[config.mk]
export PLATFORM = sky130hd
export DESIGN_NAME = op2_arbiter
export DESIGN_NICKNAME = d
export VERILOG_FILES = /design/src/rtl/op2_arb_pkg.sv /design/src/rtl/fn2_unit.sv /design/src/rtl/op2_arbiter.sv
export SDC_FILE = /design/constraint.sdc
export NUM_CORES = 1
export LEC_CHECK = 0
export ABC_AREA = 1
export BUFFER_PORTS_ARGS = -buffer_cell sky130_fd_sc_hd__buf_2
export CORE_AREA = 3 3 40 42
export DETAILED_ROUTE_END_ITERATION = 7
export DIE_AREA = 0 0 43 45
export GPL_ROUTABILITY_DRIVEN = 1
export GPL_TIMING_DRIVEN = 1
export HOLD_SLACK_MARGIN = 0.12
export SYNTH_ARGS = -nofsm -noshare
export SYNTH_HDL_FRONTEND = slang
export SYNTH_HIERARCHICAL = 1
export SYNTH_SLANG_ARGS = --single-unit
[constraint.sdc]
create_clock -name clk -period 1.19 [get_ports clk]
set_input_delay 0.1785 -clock clk [delete_from_list [all_inputs] [get_ports clk]]
set_output_delay 0.1785 -clock clk [all_outputs]
set_load 0.05 [all_outputs]
[src/rtl/op2_arb_pkg.sv]
// Shared types and reset constants for the two-requester fn2 arbiter.
package op2_arb_pkg;
   localparam int NREQ = 2;

   typedef logic       req_id_t;
   typedef logic [1:0] opnd_t;

   localparam req_id_t RST_LAST = 1'b1;
   localparam opnd_t   RST_C    = 2'b00;
endpackage

[src/rtl/fn2_unit.sv]
// Purely combinational 2-bit function unit: c = fn2(a, b).
module fn2_unit
   import op2_arb_pkg::*;
(
   input  opnd_t a,
   input  opnd_t b,
   output opnd_t c
);
   logic p, q, r, s;

   always_comb begin
      p = a[1];
      q = a[0];
      r = b[1];
      s = b[0];
      c[1] = (~p & r & s) | (~p & q & r) | (p & ~r);
      c[0] = (p | q | s) & (q | r) & (~p | r);
   end
endmodule

[src/rtl/op2_arbiter.sv]
// Round-robin arbiter sharing fn2_unit between two requesters; optional grant counters via OP2ARB_STATS_EN.
// Latency: handshake at edge N yields a registered result after edge N; one result per cycle.
// Backpressure: req_ready is low while a response is held with rsp_ready low.
module op2_arbiter
    import op2_arb_pkg::*;
#(
    parameter int CNT_W = 8
)
(
    input  logic            clk,
    input  logic            rst_n,
    input  logic [NREQ-1:0] req_valid,
    output logic [NREQ-1:0] req_ready,
    input  opnd_t           req_a0,
    input  opnd_t           req_b0,
    input  opnd_t           req_a1,
    input  opnd_t           req_b1,
    output logic            rsp_valid,
    input  logic            rsp_ready,
    output opnd_t           rsp_c,
    output req_id_t         rsp_id
`ifdef OP2ARB_STATS_EN
   ,output logic [CNT_W-1:0] grant_cnt0,
    output logic [CNT_W-1:0] grant_cnt1
`endif
);
    req_id_t last;
    req_id_t cand;
    logic    adv;
    logic    hs;
    opnd_t   sel_a;
    opnd_t   sel_b;
    opnd_t   fn_c;

    // Requester 1 is the candidate when it is alone or when requester 0 went last.
    always_comb begin
        adv          = ~rsp_valid | rsp_ready;
        cand         = req_valid[1] & (~req_valid[0] | ~last);
        req_ready[0] = adv & req_valid[0] & ~cand;
        req_ready[1] = adv & req_valid[1] & cand;
        hs           = |req_ready;
        sel_a        = cand ? req_a1 : req_a0;
        sel_b        = cand ? req_b1 : req_b0;
    end

    fn2_unit u_fn2 (
        .a (sel_a),
        .b (sel_b),
        .c (fn_c)
    );

    always_ff @(posedge clk or negedge rst_n) begin
        if (!rst_n) begin
            rsp_valid <= 1'b0;
            rsp_c     <= RST_C;
            rsp_id    <= 1'b0;
            last      <= RST_LAST;
        end else if (hs) begin
            rsp_valid <= 1'b1;
            rsp_c     <= fn_c;
            rsp_id    <= cand;
            last      <= cand;
        end else if (rsp_ready) begin
            rsp_valid <= 1'b0;
        end
    end

`ifdef OP2ARB_STATS_EN
    // Saturating counters: stop at all-ones rather than wrapping.
    always_ff @(posedge clk or negedge rst_n) begin
        if (!rst_n) begin
            grant_cnt0 <= '0;
            grant_cnt1 <= '0;
        end else begin
            if (req_ready[0] && grant_cnt0 != '1) grant_cnt0 <= grant_cnt0 + 1'b1;
            if (req_ready[1] && grant_cnt1 != '1) grant_cnt1 <= grant_cnt1 + 1'b1;
        end
    end
`endif
endmodule

# After elaboration in Yosys (flattened, before gate mapping)

Index checks and enable logic that the tools add are counted.

Mux-type cells: 4
Reduce and logical (&&, ||, !) cells: 2
Bitwise logic cells: 26

Operator list:

| cell               | count |
|---|---|
| 1-bit bitwise AND  | 12 |
| 1-bit bitwise OR   | 8 |
| 1-bit NOT          | 6 |
| 2-bit two-way mux  | 2 |
| 1-bit two-way mux  | 2 |
| 2-bit nonzero test | 1 |
| 2-bit OR reduction | 1 |

Register bits after elaboration: 5
Word-level logic and storage cells: 36
Output and inout port bits: 6
Input bits: 13

# Depth between registers and ports, before layout

Gate-level depths: netlist of the first run.

Word-level depth: 9
Gate-level depth with buffers: 11
Mapped depth without buffers: 11

# Cells and area by module

Netlist of the first run, hierarchy kept.

By module, submodules not included:

| module      | cells an instance | instances | area each (µm²) | sequential area each (µm²) |
|---|---|---|---|---|
| op2_arbiter | 38                | 1         | 277.8           | 126.4 |
| fn2_unit    | 12                | 1         | 51.3            | 0.0 |

# Least setup slack after synthesis of the first run

Ideal clock, no wire load.

Path kind: register -> output
From: register rsp_valid
To: output port req_ready[0]
Arrival: 1.503 ns
Stages on the path, launching flop included: 4
Path buffers: 0
Path slack: -0.492 ns
Data required time: 1.012 ns
Cells stage by stage: dfrtp_1 > nand2_4 > nand2_2 > nor2_1

Word-level cells in the longest chain between the ends: 4

Ends and longest elaborated chain:

| what                            | RTL line          | source |
|---|---|---|
| start: declaration              | op2_arbiter.sv:18 | `output logic rsp_valid,` |
| start signal: assignment        | op2_arbiter.sv:54 | `rsp_valid <= 1'b0;` |
| start signal: assignment        | op2_arbiter.sv:59 | `rsp_valid <= 1'b1;` |
| start signal: assignment        | op2_arbiter.sv:64 | `rsp_valid <= 1'b0;` |
| 1-bit NOT                       | op2_arbiter.sv:37 | `adv = ~rsp_valid \| rsp_ready;` |
| 1-bit bitwise OR                | op2_arbiter.sv:37 |  |
| 1-bit bitwise AND (2 in series) | op2_arbiter.sv:39 | `req_ready[0] = adv & req_valid[0] & ~cand;` |
| end: declaration                | op2_arbiter.sv:13 | `output logic [NREQ-1:0] req_ready,` |

No other way between the ends.

# Final worst setup path of the first run

From: register last
To: output port req_ready[1]

Word-level cells in the longest chain between the ends: 4

Ends and longest elaborated chain:

| what                     | RTL line          | source |
|---|---|---|
| start: declaration       | op2_arbiter.sv:27 | `req_id_t last;` |
| start signal: assignment | op2_arbiter.sv:62 | `last <= cand;` |
| 1-bit NOT                | op2_arbiter.sv:38 | `cand = req_valid[1] & (~req_valid[0] \| ~last);` |
| 1-bit bitwise OR         | op2_arbiter.sv:38 |  |
| 1-bit bitwise AND        | op2_arbiter.sv:38 |  |
| 1-bit bitwise AND        | op2_arbiter.sv:40 | `req_ready[1] = adv & req_valid[1] & cand;` |

No other way between the ends.

==> results of run 1 <==
==> synth_stat cells <==
master and number:
sky130_fd_sc_hd__dfrtp_1 4, sky130_fd_sc_hd__dfstp_2 1, sky130_fd_sc_hd__inv_1 3, sky130_fd_sc_hd__inv_2 3
sky130_fd_sc_hd__nand2_1 23, sky130_fd_sc_hd__nand2_2 5, sky130_fd_sc_hd__nand2_4 1, sky130_fd_sc_hd__nand3_1 6
sky130_fd_sc_hd__nand3_2 1, sky130_fd_sc_hd__nor2_1 3
==> stage by stage <==
stage	hold slack [ps]	instance area, um^2	setup WS (ps)	util	std cells
3_3_place_gp	1.77	490	-131	0.382	87
2_1_floorplan	-117	352	-76.2	-	50
5_1_grt	278	672	-304	0.523	96
3_5_place_dp	0.457	490	-161	0.382	87
4_1_cts	259	609	-267	0.474	93
6_report	254	672	-243	0.523	96
==> worst max-delay path, delay by kind of cell (launching register included) <==
family                 cells  cell delay, ps
DFF                        1             550
buffers and inverters      3             350
and+or+nand+nor            2             120
==> repair_timing <==
item                                    in CTS  in global routing
hold buffers                                 1                  0
buffers inserted                             1                  3
endpoints found under the setup margin       4                  4
pin swaps                                   11                  9
gates resized for setup                     21                 12
endpoints found under the hold margin        5                  0
==> logic make-up after synthesis <==
family | count (synthesis) | share of synthesized area
buffers and inverters | 6 | 0.0684
DFF | 5 | 0.384
and+or+nand+nor | 39 | 0.548
==> registers in the layout (all words and copies together) (netlist names) <==
register	flops
last	1
rsp_c	2
rsp_id	1
rsp_valid	1
==> routing by layer <==
metal,up-vias,global-route usage,routed length (um)
met5,-,0,0
met4,0,0.0542,0
met3,0,0.0319,80
met2,14,0.189,526
met1,184,0.115,355
li1,214,-,-
==> worst max-delay path by stage <==
| stage | start | endpoint | slack, ps | depth (start not counted) |
|---|---|---|---|---|
| floorplan | last | rsp_c[0] | -80 | 11 |
| global placement | last | rsp_c[0] | -130 | 11 |
| detailed placement | last | rsp_c[0] | -160 | 11 |
| CTS | last | req_ready[1] | -270 | 5 |
| global route | last | req_ready[1] | -300 | 5 |
| finish | last | req_ready[1] | -240 | 5 |
==> power by group through the flow <==
| stage | clock network, mW | registers, mW | logic, mW |
|---|---|---|---|
| floorplan | 0 | 0.332 | 0.146 |
| global placement | 0 | 0.232 | 0.341 |
| detailed placement | 0 | 0.233 | 0.346 |
| CTS | 0.199 | 0.230 | 0.406 |
| global route | 0.213 | 0.237 | 0.479 |
| finish | 0.193 | 0.232 | 0.447 |
==> layout make-up <==
cell class                      count  area (um^2)
Fill cell                         127          613
Sequential cell                     5          128
Clock buffer                        4         26.3
Inverter                            6         31.3
Timing Repair Buffer               27          188
Tap cell                           15         18.8
Multi-Input combinational cell     39          280
==> out/results.md, run 1 <==
| Result | Reported | Unit |
|:---|:---|:---|
| Result of the run | complete, but fails checks | - |
| Failing checks | negative setup slack | - |
| Clock insertion delay at the later pin of the skew report | 240 | ps |
| Worst setup path category | flip-flop to primary output | - |
| Average detailed-routed wire length per instance | 10.0 | um |
| Worst-case reg-to-reg path depth | 10 | - |
| Total global-route track usage | 0.106 | - |
| Area share of the leading cell type in the synthesized netlist | 0.304 | - |
| Seq/Total Area, Yosys | 0.384 | - |
| Total power density per cell area | 1300 | nW/um^2 |
| Proportion of power drawn by flip-flops and latches | 0.266 | - |
| Antenna Diode Count | 0 | - |
| Clock transition at the registers of the reported paths | 40 | ps |
| Number of nets in the final layout | 95 | - |
| Post-route clock skew | 0.478 | ps |
| Gr ovfl total | 0 | - |
| Port-buffer cells | 18 | - |
| Cell taking the most area after synthesis | sky130_fd_sc_hd__dfrtp_1 | - |
| CP Capture Type | primary output | - |
| Origin of the worst min-delay path | rsp_ready | - |
| Post-route clock period utilization | 1.20 | - |
| Internal portion of total power | 0.500 | mW |
| Critical Path RT | 1010 | ps |
| DR iter-0 viols | 5 | - |
| Net Sw Frac | 0.427 | - |
| Layout cells sized above 1 | 0.741 | - |
| Nature of the critical path startpoint | flip-flop | - |
| Number of buffers on the longest clock path | 2 | - |
| Post-Syn Area | 329 | um^2 |
| Num CTS Buffers | 3 | - |
| Top post-synthesis cells by area | sky130_fd_sc_hd__dfrtp_1, sky130_fd_sc_hd__nand2_1, sky130_fd_sc_hd__nand2_2 | - |
| Crit path max-delay cell type | sky130_fd_sc_hd__dfstp_2 | - |
| Total negative setup slack | -724 | ps |
| Reg-to-Reg End | rsp_c[1] | - |
| Largest vdd supply drop | 0.000472 | V |
| Data arrival time of the critical path | 1250 | ps |
| Biggest fanout along the worst timing path | 2 | - |
| First-pass iteration count of the detailed router | 4 | - |
| Transition time at the pin with the least slew margin | 250 | ps |
| Post-detailed-routing wire length | 962 | um |
| Overall via count from detail_route | 412 | - |
| Leakage power | 0.365 | nW |
| Total of warnings raised by yosys | 6 | - |
| Die width | 43 | um |
| Antenna-violating nets left | 0 | - |
| Cell depth of the worst hold path | 4 | - |
| Setup slack after layout | -243 | ps |
| Vias in the first global route | 405 | - |
| Area added between synthesis and finish | 104 | % |
| CP Cell Sequence | nand2_4 -> buf_6 -> nand3_4 -> clkinvlp_4 -> buf_8 | - |
| Cell at the root of the clock tree | sky130_fd_sc_hd__clkbuf_4 | - |
| Area inside the core boundary | 1280 | um^2 |
| Finish-stage setup viols | 4 | - |
| Net Sw Power | 0.372 | mW |
| Routability cong. | 0.737 | - |
| Post-synthesis register bit count | 5 | - |
| Final Hold Violating Endpoints | 0 | - |
| Placed wire-length estimate after detailed placement | 679 | um |
| Minimum setup slack among reg-to-reg paths | -140 | ps |
| TritonCTS clock tree | yes | - |
| Die Footprint | 1940 | um^2 |
| Remaining DRCs | 0 | - |
| Leading cell type in the layout, fill and taps excluded | sky130_fd_sc_hd__buf_2 | - |
| Effective utilization at floorplan | 0.256 | - |
| Count of pins over their slew limit | 0 | - |
| Headroom to the max-slew limit | 0.834 | - |
| Share of total power in combinational logic | 0.513 | - |
| Global-route wire length before repair | 1530 | um |
| Number of H-tree levels | 1 | - |
| Overall die height | 45 | um |
| Most frequent cells in the layout | sky130_fd_sc_hd__buf_2, sky130_fd_sc_hd__nand2_1, sky130_fd_sc_hd__nand2_4 | - |
| Vias per std cell | 4.29 | - |
| Type of the most critical hold path | primary input to flip-flop | - |
| Peak per-stage delay on the critical path | 550 | ps |
| Count of clock tree sinks | 5 | - |
| Tmin final | 1430 | ps |
| Startpoint of the lowest-slack register-to-register path | last | - |
| Core Rows | 13 | - |
| Worst min-delay path endpoint | rsp_valid | - |
| Count of cell types in the netlist | 10 | - |
| Pin count of the biggest net entering global routing | 7 | - |
| Synthesized instance count | 50 | - |
| Setup repair after global routing missed its margin | true | - |
| Antenna violations before repair | 0 | - |
| Power consumption | 0.872 | mW |
| Ports | 19 | - |
| Average cell area after synthesis | 6.58 | um^2 |
| Net Count, Synth | 63 | - |
| Maximum operating frequency | 698 | MHz |
| # Max-Cap Violations | 0 | - |
| Clk network pwr share | 0.221 | - |
(Power assumes the default switching activity.)
==> inputs of run 2 (changes only) <==
GPL_TIMING_DRIVEN = 0   (was 1)
==> run 2 against run 1 <==
  * The run still ends with negative setup slack left
  * Final area is 15% lower
  * Routed wire length fell by 14%
  * Total power shrank 8.1%
  * Highest routed layer unchanged
  * Non-clock buffer count down 4
  * Maximum frequency up 1.9%
  * Register-to-register slack lost 20 ps
  * Sequential share of layout area is 3.3 points higher
  * Clock-buffer cell count did not move
  * Combinational power shrank 15%
  * Worst hold slack lost 9.9 ps
  * Critical path type unchanged
==> out/results.md, run 2 (synthesis results as in run 1) <==
| Result | Reported | Unit | vs previous |
|:---|:---|:---|:---|
| Dominant delay contributor by cell family on the critical path | flip-flops | - | unchanged |
| Routability cong. | 0.744 | - | was 0.737 |
| Largest vdd supply drop | 0.000375 | V | was 0.000472 V |
| Most frequent cells in the layout | sky130_fd_sc_hd__nand2_1, sky130_fd_sc_hd__buf_2, sky130_fd_sc_hd__nand2_2 | - | was sky130_fd_sc_hd__buf_2, sky130_fd_sc_hd__nand2_1, sky130_fd_sc_hd__nand2_4 |
| Most Frequent Cell on Critical Path | sky130_fd_sc_hd__nand2_4 | - |  |
| Antenna-violating nets left | 0 | - | unchanged |
| Layout cells sized above 1 | 0.610 | - | was 0.741 |
| Overall die height | 45 | um | unchanged |
| Number of nets in the final layout | 91 | - | was 95 |
| Headroom to the max-slew limit | 0.833 | - | was 0.834 |
| Post-route design area | 572 | um^2 | was 672 um^2 |
| Finish-stage setup viols | 4 | - | unchanged |
| Post-detailed-routing wire length | 830 | um | was 962 um |
| CP Cell Sequence | nand2_4 -> nand2_4 -> inv_4 -> nor2_4 -> buf_6 | - | was nand2_4 -> buf_6 -> nand3_4 -> clkinvlp_4 -> buf_8 |
| Buffering stage count on the worst path with inverters included | 2 | - | was 3 |
| Post-route clock skew | 4.79 | ps | was 0.478 ps |
| Tmin final | 1410 | ps | was 1430 ps |
| Count of clock tree sinks | 5 | - | unchanged |
| Global-route wire length before repair | 1370 | um | was 1530 um |
| Total global-route track usage | 0.0918 | - | was 0.106 |
| Worst hold slack | 244 | ps | was 254 ps |
| DR iter-0 viols | 4 | - | was 5 |
| Ports | 19 | - | unchanged |
| Setup Slack @ Placement | -188 | ps | was -161 ps |
| TritonCTS clock tree | yes | - | unchanged |
| Clock transition at the registers of the reported paths | 40 | ps | about the same |
| Antenna Diode Count | 0 | - | unchanged |
| Maximum operating frequency | 711 | MHz | was 698 MHz |
| Post-placement cell area | 460 | um^2 | was 490 um^2 |
| Overall via count from detail_route | 394 | - | was 412 |
| Pin count of the biggest net entering global routing | 8 | - | was 7 |
| Area added between synthesis and finish | 73.8 | % | was 104% |
| Setup slack after layout | -216 | ps | was -243 ps |
| Number of H-tree levels | 1 | - | unchanged |
| Number of buffers on the longest clock path | 2 | - | unchanged |
| Power consumption | 0.801 | mW | was 0.872 mW |
| Effective utilization at floorplan | 0.256 | - | unchanged |
| Final cell count without fillers | 92 | - | was 96 |
| Final Hold Violating Endpoints | 0 | - | unchanged |
| Remaining DRCs | 0 | - | unchanged |
| Data arrival time of the critical path | 1230 | ps | was 1250 ps |
| Peak per-stage delay on the critical path | 550 | ps | about the same |
| Die Footprint | 1940 | um^2 | unchanged |
| Layout Utilization | 0.445 | - | was 0.523 |
| Transition time at the pin with the least slew margin | 252 | ps | was 250 ps |
| Area inside the core boundary | 1280 | um^2 | unchanged |
| Setup repair after global routing missed its margin | true | - | unchanged |
| Result of the run | complete, but fails checks | - | unchanged |
| Worst setup path category | flip-flop to primary output | - | unchanged |
| Post-route clock period utilization | 1.18 | - | was 1.20 |
| Critical Path RT | 1010 | ps | about the same |
| Vias in the first global route | 366 | - | was 405 |
| First-pass iteration count of the detailed router | 2 | - | was 4 |
| Total instance count after detailed placement | 83 | - | was 87 |
| Area used by multi-input combinational logic | 220 | um^2 | was 280 um^2 |
| Leading cell type in the layout, fill and taps excluded | sky130_fd_sc_hd__nand2_1 | - | was sky130_fd_sc_hd__buf_2 |
| Crit path max-delay cell type | sky130_fd_sc_hd__dfstp_2 | - | unchanged |
| Num CTS Buffers | 3 | - | unchanged |
| CP Capture Type | primary output | - | unchanged |
| Port-buffer cells | 18 | - | unchanged |
| Reg with most FFs | rsp_c | - | unchanged |
| Placed wire-length estimate after detailed placement | 653 | um | was 679 um |
| Die width | 43 | um | unchanged |
| Type of the most critical hold path | primary input to flip-flop | - | unchanged |
| Failing checks | negative setup slack | - | unchanged |
| Sequential cell area | 128 | um^2 | unchanged |
| Fill cells | 145 | - | was 127 |
| Leakage power | 0.318 | nW | was 0.365 nW |
| Max reg flops | 2 | - | unchanged |
| Total negative setup slack | -668 | ps | was -724 ps |
| Average detailed-routed wire length per instance | 9.02 | um | was 10.0 um |
| Core Rows | 13 | - | unchanged |
| Biggest fanout along the worst timing path | 5 | - | was 2 |
| Cell at the root of the clock tree | sky130_fd_sc_hd__clkbuf_4 | - | unchanged |
| Vias per std cell | 4.28 | - | was 4.29 |
| # Max-Cap Violations | 0 | - | unchanged |
| Count of pins over their slew limit | 0 | - | unchanged |
| Antenna violations before repair | 0 | - | unchanged |
| Gr ovfl total | 0 | - | unchanged |
| Nature of the critical path startpoint | flip-flop | - | unchanged |
| Total power density per cell area | 1400 | nW/um^2 | was 1300 nW/um^2 |
| Clock insertion delay at the later pin of the skew report | 240 | ps | about the same |
run 2: what timing repair did:
action                                 in CTS  in global routing
buffers inserted                            2                  2
gates resized for setup                     8                  7
gates cloned                                0                  0
pin swaps                                   5                  8
endpoints found under the hold margin       5                  0
hold buffers                                1                  0
setup endpoints to repair                   4                  4
run 2: worst min-delay path, cell delays in order:
cell and delay (ps):
sky130_fd_sc_hd__buf_2 80, sky130_fd_sc_hd__inv_2 40, sky130_fd_sc_hd__nand2_4 70, sky130_fd_sc_hd__nand3_1 70
run 2: area by class of cell:
class	instances	share of cell area
Sequential cell	5	0.223
Tap cell	15	0.0328
Multi-Input combinational cell	39	0.385
Inverter	6	0.0503
Timing Repair Buffer	23	0.263
Clock buffer	4	0.0460
run 2: worst paths after layout:
path                       slack (ps)      endpoint  cells past startpoint       from
max                              -220  req_ready[0]                      5       last
min                               240     rsp_valid                      4  rsp_ready
max reg2reg                      -160      rsp_c[0]                     11       last
min reg2reg                       460        rsp_id                      2     rsp_id
max in group asynchronous         690          last                      2      rst_n
min in group asynchronous         290        rsp_id                      2      rst_n
run 2: layer usage:
layer | part of all wire | wire, um | global-route usage
met5 | 0 | 0 | 0
met3 | 0.11 | 88 | 0.0319
met2 | 0.50 | 414 | 0.168
met1 | 0.39 | 326 | 0.0971
met4 | 0 | 0 | 0.0361
run 2: power by group:
part,total (mW),internal (mW),leakage [nW],switching [mW]
combinational,0.378,0.125,0.246,0.253
sequential,0.231,0.211,0.0568,0.0204
clock,0.192,0.127,0.0150,0.0655
